### src/rtl/cache_request_scheduler_if.sv
// Bundle of requester-side and cache-side signals for cache_request_scheduler.
// The scheduler takes the slave view; requesters, cache and control drive the master view.
interface cache_request_scheduler_if #(
   parameter int unsigned NUM_MEMORY_REQUESTOR      = 2,
   parameter int unsigned ADDR_WIDTH                = 64,
   parameter int unsigned DATA_WIDTH                = 512,
   parameter int unsigned OUTSTANDING_COUNTER_MAX   = 16,
   parameter int unsigned OUTSTANDING_COUNTER_WIDTH = $clog2(OUTSTANDING_COUNTER_MAX + 1)
);
   logic [NUM_MEMORY_REQUESTOR-1:0]            req_valid_in;
   logic [NUM_MEMORY_REQUESTOR*ADDR_WIDTH-1:0] req_addr_in;
   logic [NUM_MEMORY_REQUESTOR-1:0]            req_ready_out;
   logic                                       cache_req_valid_out;
   logic [ADDR_WIDTH-1:0]                      cache_req_addr_out;
   logic                                       cache_req_ready_in;
   logic                                       cache_resp_valid_in;
   logic [DATA_WIDTH-1:0]                      cache_resp_data_in;
   logic [NUM_MEMORY_REQUESTOR-1:0]            resp_valid_out;
   logic [DATA_WIDTH-1:0]                      resp_data_out;
   logic                                       drain_in;
   logic                                       drain_done_out;
   logic [OUTSTANDING_COUNTER_WIDTH-1:0]       outstanding_count_out;
   logic                                       resp_underflow_out;

   modport slave (
      input  req_valid_in, req_addr_in, cache_req_ready_in, cache_resp_valid_in,
             cache_resp_data_in, drain_in,
      output req_ready_out, cache_req_valid_out, cache_req_addr_out, resp_valid_out,
             resp_data_out, drain_done_out, outstanding_count_out, resp_underflow_out
   );

   modport master (
      output req_valid_in, req_addr_in, cache_req_ready_in, cache_resp_valid_in,
             cache_resp_data_in, drain_in,
      input  req_ready_out, cache_req_valid_out, cache_req_addr_out, resp_valid_out,
             resp_data_out, drain_done_out, outstanding_count_out, resp_underflow_out
   );
endinterface

### src/rtl/cache_request_scheduler.sv
// Round-robin arbiter sharing one cache request port, with a credit limit, an in-order
// ID queue routing responses back to their requester, and drain/quiesce control.
module cache_request_scheduler #(
   parameter int unsigned NUM_MEMORY_REQUESTOR      = 2,
   parameter int unsigned ADDR_WIDTH                = 64,
   parameter int unsigned DATA_WIDTH                = 512,
   parameter int unsigned OUTSTANDING_COUNTER_MAX   = 16,
   parameter int unsigned OUTSTANDING_COUNTER_WIDTH = $clog2(OUTSTANDING_COUNTER_MAX + 1)
) (
   input logic                    ap_clk,
   input logic                    areset,
   cache_request_scheduler_if.slave bus
);
   localparam int unsigned N   = NUM_MEMORY_REQUESTOR;
   localparam int unsigned IDW = $clog2(N);
   localparam int unsigned CIW = IDW + 1;
   localparam int unsigned MAX = OUTSTANDING_COUNTER_MAX;
   localparam int unsigned QAW = (MAX > 1) ? $clog2(MAX) : 1;
   localparam int unsigned CW  = OUTSTANDING_COUNTER_WIDTH;

   typedef enum logic [1:0] {RUN, DRAIN, DONE} state_e;

   state_e                  state_q, state_d;
   logic [IDW-1:0]          ptr_q, ptr_d;
   logic [CW-1:0]           count_q, count_d;
   logic [IDW-1:0]          idq_q [MAX];
   logic [QAW-1:0]          wr_q, wr_d, rd_q, rd_d;
   logic                    creq_valid_q, creq_valid_d;
   logic [ADDR_WIDTH-1:0]   creq_addr_q, creq_addr_d;
   logic [N-1:0]            resp_valid_q, resp_valid_d;
   logic [DATA_WIDTH-1:0]   resp_data_q, resp_data_d;
   logic                    underflow_q, underflow_d;
   logic                    done_q;
   logic                    grant, pop;
   logic [IDW-1:0]          gnt_idx;
   logic [CIW-1:0]          cand;
   logic [N-1:0]            req_ready;

   function automatic logic [QAW-1:0] qnext(input logic [QAW-1:0] p);
      return (p == QAW'(MAX - 1)) ? '0 : p + 1'b1;
   endfunction

   // ptr_q holds the highest-priority index, i.e. one past the last grant.
   always_comb begin
      grant   = 1'b0;
      gnt_idx = '0;
      cand    = '0;
      if (!areset && state_q == RUN && !bus.drain_in && count_q < CW'(MAX) &&
          (!creq_valid_q || bus.cache_req_ready_in)) begin
         for (int unsigned k = 0; k < N; k++) begin
            cand = {1'b0, ptr_q} + CIW'(k);
            if (cand >= CIW'(N)) cand = cand - CIW'(N);
            if (!grant && bus.req_valid_in[cand[IDW-1:0]]) begin
               grant   = 1'b1;
               gnt_idx = cand[IDW-1:0];
            end
         end
      end
      req_ready = '0;
      if (grant) req_ready[gnt_idx] = 1'b1;
   end

   always_comb begin
      pop          = bus.cache_resp_valid_in && (count_q != '0);
      ptr_d        = ptr_q;
      wr_d         = wr_q;
      rd_d         = rd_q;
      creq_valid_d = creq_valid_q;
      creq_addr_d  = creq_addr_q;
      resp_valid_d = '0;
      resp_data_d  = resp_data_q;
      underflow_d  = underflow_q | (bus.cache_resp_valid_in && (count_q == '0));
      count_d      = count_q + CW'(grant) - CW'(pop);
      if (grant) begin
         ptr_d        = (gnt_idx == IDW'(N - 1)) ? '0 : gnt_idx + 1'b1;
         wr_d         = qnext(wr_q);
         creq_valid_d = 1'b1;
         creq_addr_d  = bus.req_addr_in[gnt_idx*ADDR_WIDTH +: ADDR_WIDTH];
      end else if (bus.cache_req_ready_in) begin
         creq_valid_d = 1'b0;
      end
      if (pop) begin
         rd_d                      = qnext(rd_q);
         resp_valid_d[idq_q[rd_q]] = 1'b1;
         resp_data_d               = bus.cache_resp_data_in;
      end
      // DONE is judged on next-cycle values so drain_done rises with the last response.
      state_d = state_q;
      case (state_q)
         RUN:     if (bus.drain_in) state_d = DRAIN;
         DRAIN:   if (!bus.drain_in) state_d = RUN;
                  else if (!creq_valid_d && count_d == '0) state_d = DONE;
         DONE:    if (!bus.drain_in) state_d = RUN;
         default: state_d = RUN;
      endcase
   end

   always_ff @(posedge ap_clk) begin
      if (grant) idq_q[wr_q] <= gnt_idx;
   end

   always_ff @(posedge ap_clk) begin
      if (areset) begin
         state_q      <= RUN;
         ptr_q        <= '0;
         count_q      <= '0;
         wr_q         <= '0;
         rd_q         <= '0;
         creq_valid_q <= 1'b0;
         creq_addr_q  <= '0;
         resp_valid_q <= '0;
         resp_data_q  <= '0;
         underflow_q  <= 1'b0;
         done_q       <= 1'b0;
      end else begin
         state_q      <= state_d;
         ptr_q        <= ptr_d;
         count_q      <= count_d;
         wr_q         <= wr_d;
         rd_q         <= rd_d;
         creq_valid_q <= creq_valid_d;
         creq_addr_q  <= creq_addr_d;
         resp_valid_q <= resp_valid_d;
         resp_data_q  <= resp_data_d;
         underflow_q  <= underflow_d;
         done_q       <= (state_d == DONE);
      end
   end

   assign bus.req_ready_out         = req_ready;
   assign bus.cache_req_valid_out   = creq_valid_q;
   assign bus.cache_req_addr_out    = creq_addr_q;
   assign bus.resp_valid_out        = resp_valid_q;
   assign bus.resp_data_out         = resp_data_q;
   assign bus.drain_done_out        = done_q;
   assign bus.outstanding_count_out = count_q;
   assign bus.resp_underflow_out    = underflow_q;
endmodule

### src/flat_wrapper.sv
// flat-port wrapper written by rule: the top's interface ports become plain ports
module cache_request_scheduler_flat 
#(
   parameter int unsigned NUM_MEMORY_REQUESTOR      = 2,
   parameter int unsigned ADDR_WIDTH                = 64,
   parameter int unsigned DATA_WIDTH                = 512,
   parameter int unsigned OUTSTANDING_COUNTER_MAX   = 16,
   parameter int unsigned OUTSTANDING_COUNTER_WIDTH = $clog2(OUTSTANDING_COUNTER_MAX + 1)
)
  (ap_clk, areset, bus_req_valid_in, bus_req_addr_in, bus_cache_req_ready_in, bus_cache_resp_valid_in, bus_cache_resp_data_in, bus_drain_in, bus_req_ready_out, bus_cache_req_valid_out, bus_cache_req_addr_out, bus_resp_valid_out, bus_resp_data_out, bus_drain_done_out, bus_outstanding_count_out, bus_resp_underflow_out);
  cache_request_scheduler_if #(.NUM_MEMORY_REQUESTOR(NUM_MEMORY_REQUESTOR), .ADDR_WIDTH(ADDR_WIDTH), .DATA_WIDTH(DATA_WIDTH), .OUTSTANDING_COUNTER_MAX(OUTSTANDING_COUNTER_MAX), .OUTSTANDING_COUNTER_WIDTH(OUTSTANDING_COUNTER_WIDTH)) bus_i ();
  input logic ap_clk;
  input logic areset;
  input wire logic [$bits(bus_i.req_valid_in)-1:0] bus_req_valid_in;
  input wire logic [$bits(bus_i.req_addr_in)-1:0] bus_req_addr_in;
  input wire logic [$bits(bus_i.cache_req_ready_in)-1:0] bus_cache_req_ready_in;
  input wire logic [$bits(bus_i.cache_resp_valid_in)-1:0] bus_cache_resp_valid_in;
  input wire logic [$bits(bus_i.cache_resp_data_in)-1:0] bus_cache_resp_data_in;
  input wire logic [$bits(bus_i.drain_in)-1:0] bus_drain_in;
  output wire logic [$bits(bus_i.req_ready_out)-1:0] bus_req_ready_out;
  output wire logic [$bits(bus_i.cache_req_valid_out)-1:0] bus_cache_req_valid_out;
  output wire logic [$bits(bus_i.cache_req_addr_out)-1:0] bus_cache_req_addr_out;
  output wire logic [$bits(bus_i.resp_valid_out)-1:0] bus_resp_valid_out;
  output wire logic [$bits(bus_i.resp_data_out)-1:0] bus_resp_data_out;
  output wire logic [$bits(bus_i.drain_done_out)-1:0] bus_drain_done_out;
  output wire logic [$bits(bus_i.outstanding_count_out)-1:0] bus_outstanding_count_out;
  output wire logic [$bits(bus_i.resp_underflow_out)-1:0] bus_resp_underflow_out;
  assign bus_i.req_valid_in = bus_req_valid_in;
  assign bus_i.req_addr_in = bus_req_addr_in;
  assign bus_i.cache_req_ready_in = bus_cache_req_ready_in;
  assign bus_i.cache_resp_valid_in = bus_cache_resp_valid_in;
  assign bus_i.cache_resp_data_in = bus_cache_resp_data_in;
  assign bus_i.drain_in = bus_drain_in;
  assign bus_req_ready_out = bus_i.req_ready_out;
  assign bus_cache_req_valid_out = bus_i.cache_req_valid_out;
  assign bus_cache_req_addr_out = bus_i.cache_req_addr_out;
  assign bus_resp_valid_out = bus_i.resp_valid_out;
  assign bus_resp_data_out = bus_i.resp_data_out;
  assign bus_drain_done_out = bus_i.drain_done_out;
  assign bus_outstanding_count_out = bus_i.outstanding_count_out;
  assign bus_resp_underflow_out = bus_i.resp_underflow_out;
  cache_request_scheduler #(.NUM_MEMORY_REQUESTOR(NUM_MEMORY_REQUESTOR), .ADDR_WIDTH(ADDR_WIDTH), .DATA_WIDTH(DATA_WIDTH), .OUTSTANDING_COUNTER_MAX(OUTSTANDING_COUNTER_MAX), .OUTSTANDING_COUNTER_WIDTH(OUTSTANDING_COUNTER_WIDTH)) u_core (.ap_clk(ap_clk), .areset(areset), .bus(bus_i));
endmodule
### config.mk
export PLATFORM = sky130hd
export DESIGN_NAME = cache_request_scheduler_flat
export DESIGN_NICKNAME = d
export VERILOG_FILES = /design/src/rtl/cache_request_scheduler_if.sv /design/src/rtl/cache_request_scheduler.sv /design/src/flat_wrapper.sv
export SDC_FILE = /design/constraint.sdc
export NUM_CORES = 1
export LEC_CHECK = 0
export CORE_AREA = 2 2 480 482
export DETAILED_ROUTE_END_ITERATION = 12
export DIE_AREA = 0 0 482 484
export DONT_BUFFER_PORTS = 1
export GPL_ROUTABILITY_DRIVEN = 0
export HOLD_SLACK_MARGIN = 0.03
export PLACE_DENSITY = 0.3
export SLEW_MARGIN = 0
export SYNTH_ARGS = -nofsm -noshare
export SYNTH_HDL_FRONTEND = slang
export SYNTH_SLANG_ARGS = --single-unit
### constraint.sdc
create_clock -name ap_clk -period 4.3 [get_ports ap_clk]
set_clock_uncertainty 0.15 [all_clocks]
set_input_delay 0.43 -clock ap_clk [delete_from_list [all_inputs] [get_ports ap_clk]]
set_output_delay 0.43 -clock ap_clk [all_outputs]
set_load 0.005 [all_outputs]
== Word-level counts from Yosys, hierarchy flattened ==
Memory sizes are Yosys's and may differ from the RTL's. A register that Yosys moved wholly into a read port is not among the register bits.
Cells that the tools add are included.

* Logic and storage cells: 92
* Input bits: 647
* Bits in writable memories: 16
* Flip-flop bits (word level): 597
* Output and inout port bits: 588
* Memories: 1

* Muxes and demuxes: 34
* Shifts and indexed selects: 1
* Equality and inequality tests: 5
* Bitwise gates (word level): 2
* Add/sub/neg operators: 8
* $lt $le $gt $ge: 9
* Reductions and logical operators: 21

{| class="wikitable"
|+ Memory list
! name !! words !! bits a word !! rd ports !! clocked after Yosys merged registers in !! wr ports !! RTL line !! source
|-
| u_core.idq_q || 16 || 1 || 1 || 1 || 1 || cache_request_scheduler.sv:26 || <nowiki>logic [IDW-1:0] idq_q [MAX];</nowiki>
|}

{| class="wikitable"
|+ Operators by type and width
! cell !! count
|-
| 128-bit by 8-bit variable part select with 64-bit output || 1
|-
| 1-bit two-way mux || 22
|-
| 4-bit two-way mux || 4
|-
| 1-bit logical AND || 10
|-
| 5-bit logical NOT || 2
|-
| 2-bit two-way mux || 5
|-
| 4-bit by 1-bit adder with 4-bit output (second input constant) || 2
|-
| 4-bit == test (second input constant) || 2
|-
| 1-bit by 2-bit less-than comparator with 1-bit output (second input constant) || 4
|-
| 2-bit one-hot mux with 3 select lines || 1
|-
| 5-bit by 1-bit adder with 5-bit output || 1
|-
| 1-bit logical NOT || 5
|-
| 5-bit less-than comparator (second input constant) || 1
|-
| 5-bit nonzero test || 1
|-
| 5-bit by 1-bit subtractor with 5-bit output || 1
|-
| 2-bit == test (second input constant) || 2
|-
| 1-bit by 1-bit adder with 2-bit output (second input constant) || 1
|-
| 1-bit demux with 1-bit select || 2
|-
| 2-bit by 1-bit == test with 1-bit output (second input constant) || 1
|-
| 1-bit greater-or-equal comparator (second input constant) || 2
|-
| 1-bit by 2-bit greater-or-equal comparator with 1-bit output (second input constant) || 1
|-
| 2-bit greater-or-equal comparator (second input constant) || 1
|-
| 2-bit logical NOT || 1
|-
| 2-bit OR reduction || 1
|-
| other kinds (5) || 6
|}

== Depth between registers and ports, before layout ==
* Word-level depth: 22
* Mapped depth: 14
* Mapped depth without buffers: 12

== Worst setup path after synthesis ==
No wires, ideal clock.

* Path kind: reg-to-reg
* Start: reg u_core.count_q[3] (netlist: u_core.bus.outstanding_count_out[3])
* End: reg u_core.state_q[0]
* Path buffers: 2
* Setup time: 0.136 ns
* Cell stages (with the launch flop): 15
* Data arrival time: 3.242 ns
* Path slack: 0.772 ns
* Data required time: 4.014 ns
* Cell sequence: dfxtp_1 > inv_1 > ha_1 > or4b_4 > and2_1 > clkbuf_1 > clkbuf_1 > nand2_1 > o21ai_0 > ha_1 > fa_1 > and3b_1 > or4_1 > a21oi_1 > a21boi_0

* Longest elaborated chain between the ends: 11

{| class="wikitable"
|+ RTL lines
! item !! RTL line !! source
|-
| from (decl) || cache_request_scheduler.sv:25 || <nowiki>logic [CW-1:0] count_q, count_d;</nowiki>
|-
| from (signal assigned) || cache_request_scheduler.sv:118 || <nowiki>count_q <= count_d;</nowiki>
|-
| 5-bit less-than comparator || cache_request_scheduler.sv:48 || <nowiki>if (!areset && state_q == RUN && !bus.drain_in && count_q < CW'(MAX) &&</nowiki>
|-
| 1-bit logical AND (2 in a row) || cache_request_scheduler.sv:48 ||
|-
| 1-bit two-way mux || cache_request_scheduler.sv:48 ||
|-
| 5-bit by 1-bit adder with 5-bit output || cache_request_scheduler.sv:73 || <nowiki>count_d = count_q + CW'(grant) - CW'(pop);</nowiki>
|-
| 5-bit by 1-bit subtractor with 5-bit output || cache_request_scheduler.sv:73 ||
|-
| 5-bit logical NOT || cache_request_scheduler.sv:92 || <nowiki>else if (!creq_valid_d && count_d == '0) state_d = DONE;</nowiki>
|-
| 1-bit logical AND * || cache_request_scheduler.sv:92 ||
|-
| 2-bit two-way mux * || cache_request_scheduler.sv:92 ||
|-
| 2-bit two-way mux * || cache_request_scheduler.sv:91 || <nowiki>DRAIN: if (!bus.drain_in) state_d = RUN;</nowiki>
|-
| 2-bit one-hot mux with 3 select lines * || cache_request_scheduler.sv:89 || <nowiki>case (state_q)</nowiki>
|-
| to (signal assigned) || cache_request_scheduler.sv:116 || <nowiki>state_q <= state_d;</nowiki>
|-
| to (decl) || cache_request_scheduler.sv:23 || <nowiki>state_e state_q, state_d;</nowiki>
|}

Every way passes the cells marked *; elsewhere a longest branch is shown, timed or not.
A chain may end at the register's enable or synchronous reset.

== Worst setup path after layout ==
* Start: reg u_core.count_q[2] (netlist: u_core.bus.outstanding_count_out[2])
* End: reg u_core.state_q[0]

Same word-level chain as after synthesis.

==> impl_metrics.py <==
metrics = {
    "status": {
        "outcome": "complete, no violations",
    },
    "global_route": {
        "grt_usage_pct": 11.6,
        "grt_max_degree": 394,
        "grt_pass1_vias": 24900,
        "grt_pass1_wl_um": 194000,
        "antenna_found_initial": 53,
        "grt_overflow": 0,
    },
    "drt": {
        "route.detailed.wl_per_inst_um": 21.2,
        "routed_wl_um": 143000,
        "drc": 0,
        "antenna_left": 0,
        "num_vias": 23800,
        "drt_pass1_iterations": 7,
        "drt-initial-drc-count": 1212,
        "viasPerCell": 3.52,
    },
    "finish": {
        "layout-drive-gt1-share_pct": 4.83,
        "synthToLayoutAreaGrowth_pct": 71.4,
        "finalNetCount": 4277,
        "final_cells": 6751,
        "fin_area_um2": 38600,
    },
    "yosys": {
        "synth.area.top_cells": "dfxtp_1, nand2_1, a21oi_1",
        "synthTopCellsByCount": "nand2_1, dfxtp_1, a21oi_1",
        "ys.flop_type": "dfxtp_1",
        "yosysSeqAreaShare_pct": 55.6,
        "async_flop_share_pct": 0,
        "yosysMostFrequentCell": "nand2_1",
        "yosys_warnings": 0,
        "synth_top_area_share_pct": 53.5,
        "syn-num-nets": 3357,
        "syn-cell-area_um2": 22500,
        "synth-seq-cells": 617,
        "synth_area_per_cell_um2": 8.33,
        "synth.distinct_cells": 43,
        "syn_inst": 2699,
        "synth_top_area_cell": "dfxtp_1",
        "synth-edff-count": 16,
    },
    "die": {
        "core_um2": 229000,
        "ios": 1235,
        "row_count": 176,
        "fp.dieH_um": 484,
        "die_w_um": 482,
        "dieArea_um2": 233000,
        "start_util_pct": 9.84,
    },
    "worst_hold_path": {
        "hp-class": "in2reg",
    },
    "power": {
        "cellPowerDensity_nw_per_um2": 515,
        "p_total_uw": 19900,
        "irDropWorstVdd_mv": 0.324,
        "p_leak_uw": 0.0144,
    },
    "placed_design": {
        "dp.cells": 5530,
        "placed_area_um2": 25400,
        "port_buffers": 0,
        "hpwl_um": 102000,
    },
    "clock_tree": {
        "clk_latency_ns": 0.68,
        "cts_resized": 0,
        "cts_sinks": 617,
        "cts_hold_buf": 1033,
        "cts_max_level": 3,
        "clk_pin_slew_ns": 0.06,
        "cts_buffers": 80,
        "cts_setup_buffers": 0,
        "cts_tree": "yes",
        "ctsLongestPathBuffers": 3,
        "clock-root-buffer": "clkbuf_16",
    },
    "sta": {
        "fin_tns_setup_ns": 0,
        "hold_slack_ns": 0.168,
        "period_minus_slack_ns": 3.60,
        "hold_viol_final": 0,
        "setup_viol": 0,
        "fmax_mhz": 278,
        "rsz0062_at_grt": "false",
        "max_slew_margin_pct": 10.5,
        "tightest_slew_ns": 1.34,
        "drv_slew": 0,
        "period_share_pct": 83.7,
    },
    "setup_path": {
        "cp-start-kind": "flop",
        "cp.arrival_ns": 3.99,
        "endpoint_kind": "flop",
        "cp_data_required_time_ns": 4.69,
        "critical_path_class": "reg2reg",
        "crit_fanout": 4,
    },
    "run": {
        "maxCapViolations": 0,
    },
}
-- through the flow --
stage | setup WS, ns | util (%)
after detailed placement | 0.754 | 11.1
after global placement | 0.634 | 11.1
after global routing | 0.508 | 16.9
after floorplan | 0.772 | -
final | 0.699 | 16.9
after CTS | 0.718 | 16.8
-- critical path, stage by stage, from the launching register on --
cell      delay, ns
dfxtp_1        0.34
inv_1          0.10
ha_1           0.15
or4b_4         0.51
and2_4         0.19
nand2_1        0.11
o21ai_0        0.12
ha_1           0.24
fa_1           0.41
and3b_1        0.21
or4_1          0.52
a21oi_1        0.26
a21boi_0       0.13
-- flip-flops by register name, summed over array words and instances, names as in the netlist, named ones only --
signal and flops:
u_core.bus.cache_req_addr_out 64, u_core.rd_q 4, u_core.bus.resp_underflow_out 1, u_core.bus.cache_req_valid_out 1, u_core.bus.drain_done_out 1, u_core.wr_q 4
u_core.bus.resp_data_out 512, u_core.ptr_q 1, u_core.bus.outstanding_count_out 5, u_core.idq_q 16, u_core.bus.resp_valid_out 2, u_core.state_q 2
-- kinds of logic after synthesis --
logic type	share of synthesized area, %
and+or+nand+nor	21.0
AOI/OAI and AO/OA	16.1
DFF	55.6
buffers and inverters	5.94
adders and majority gates	0.645
muxes	0.540
xor gates and xnor gates	0.156
-- layer usage --
metal,share of wire (%),vias up,routed length [µm],track usage (%)
met5,0.028,-,40,0
met4,4.5,6,6390,5.14
met3,11,259,15400,4.96
met2,48,1123,68500,19.9
met1,37,11500,53000,12.2
li1,-,10900,-,-
-- cell type report --
cell class	count	area [µm²]
antenna	42	105
clock buffer	108	2270
clock inverter	38	418
fill	25700	190000
inverter	12	45.0
multi-input combinational	1844	8670
sequential	617	12500
tap	3026	3790
timing repair buffer	1064	10800
-- worst paths after layout --
check | startpoint | end | slack (ns) | cells past startpoint
setup reg to reg | u_core.bus.outstanding_count_out[2] | u_core.state_q[0] | 0.70 | 12
setup / recovery | u_core.bus.outstanding_count_out[2] | u_core.state_q[0] | 0.70 | 12
hold reg to reg | u_core.bus.resp_data_out[134] | u_core.bus.resp_data_out[134] | 0.33 | 2
hold / removal | bus_cache_resp_valid_in | u_core.rd_q[0] | 0.17 | 4
-- report_power, final --
group          leakage, µW  internal, µW  switching [µW]
registers          0.00507          6680            1230
logic              0.00802          2170            2710
clock network      0.00131          4090            2990
-- cells in the final DEF (no fill, tap or decap), types with 3 or more instances in the layout --
cell type,instances
a21oi_1,591
a32oi_1,64
buf_12,13
buf_4,19
bufinv_16,6
clkbuf_1,14
clkbuf_16,82
clkbuf_8,12
clkinv_2,14
clkinvlp_4,8
dfxtp_1,601
diode_2,42
dlygate4sd3_1,1031
edfxtp_1,16
ha_1,10
inv_1,11
inv_6,6
mux4_2,4
nand2_1,1039
nand2b_1,3
nand4b_1,64
nor2_1,20
nor2b_1,3
nor3_1,7
xnor2_1,4
(Power assumes the default switching activity.)
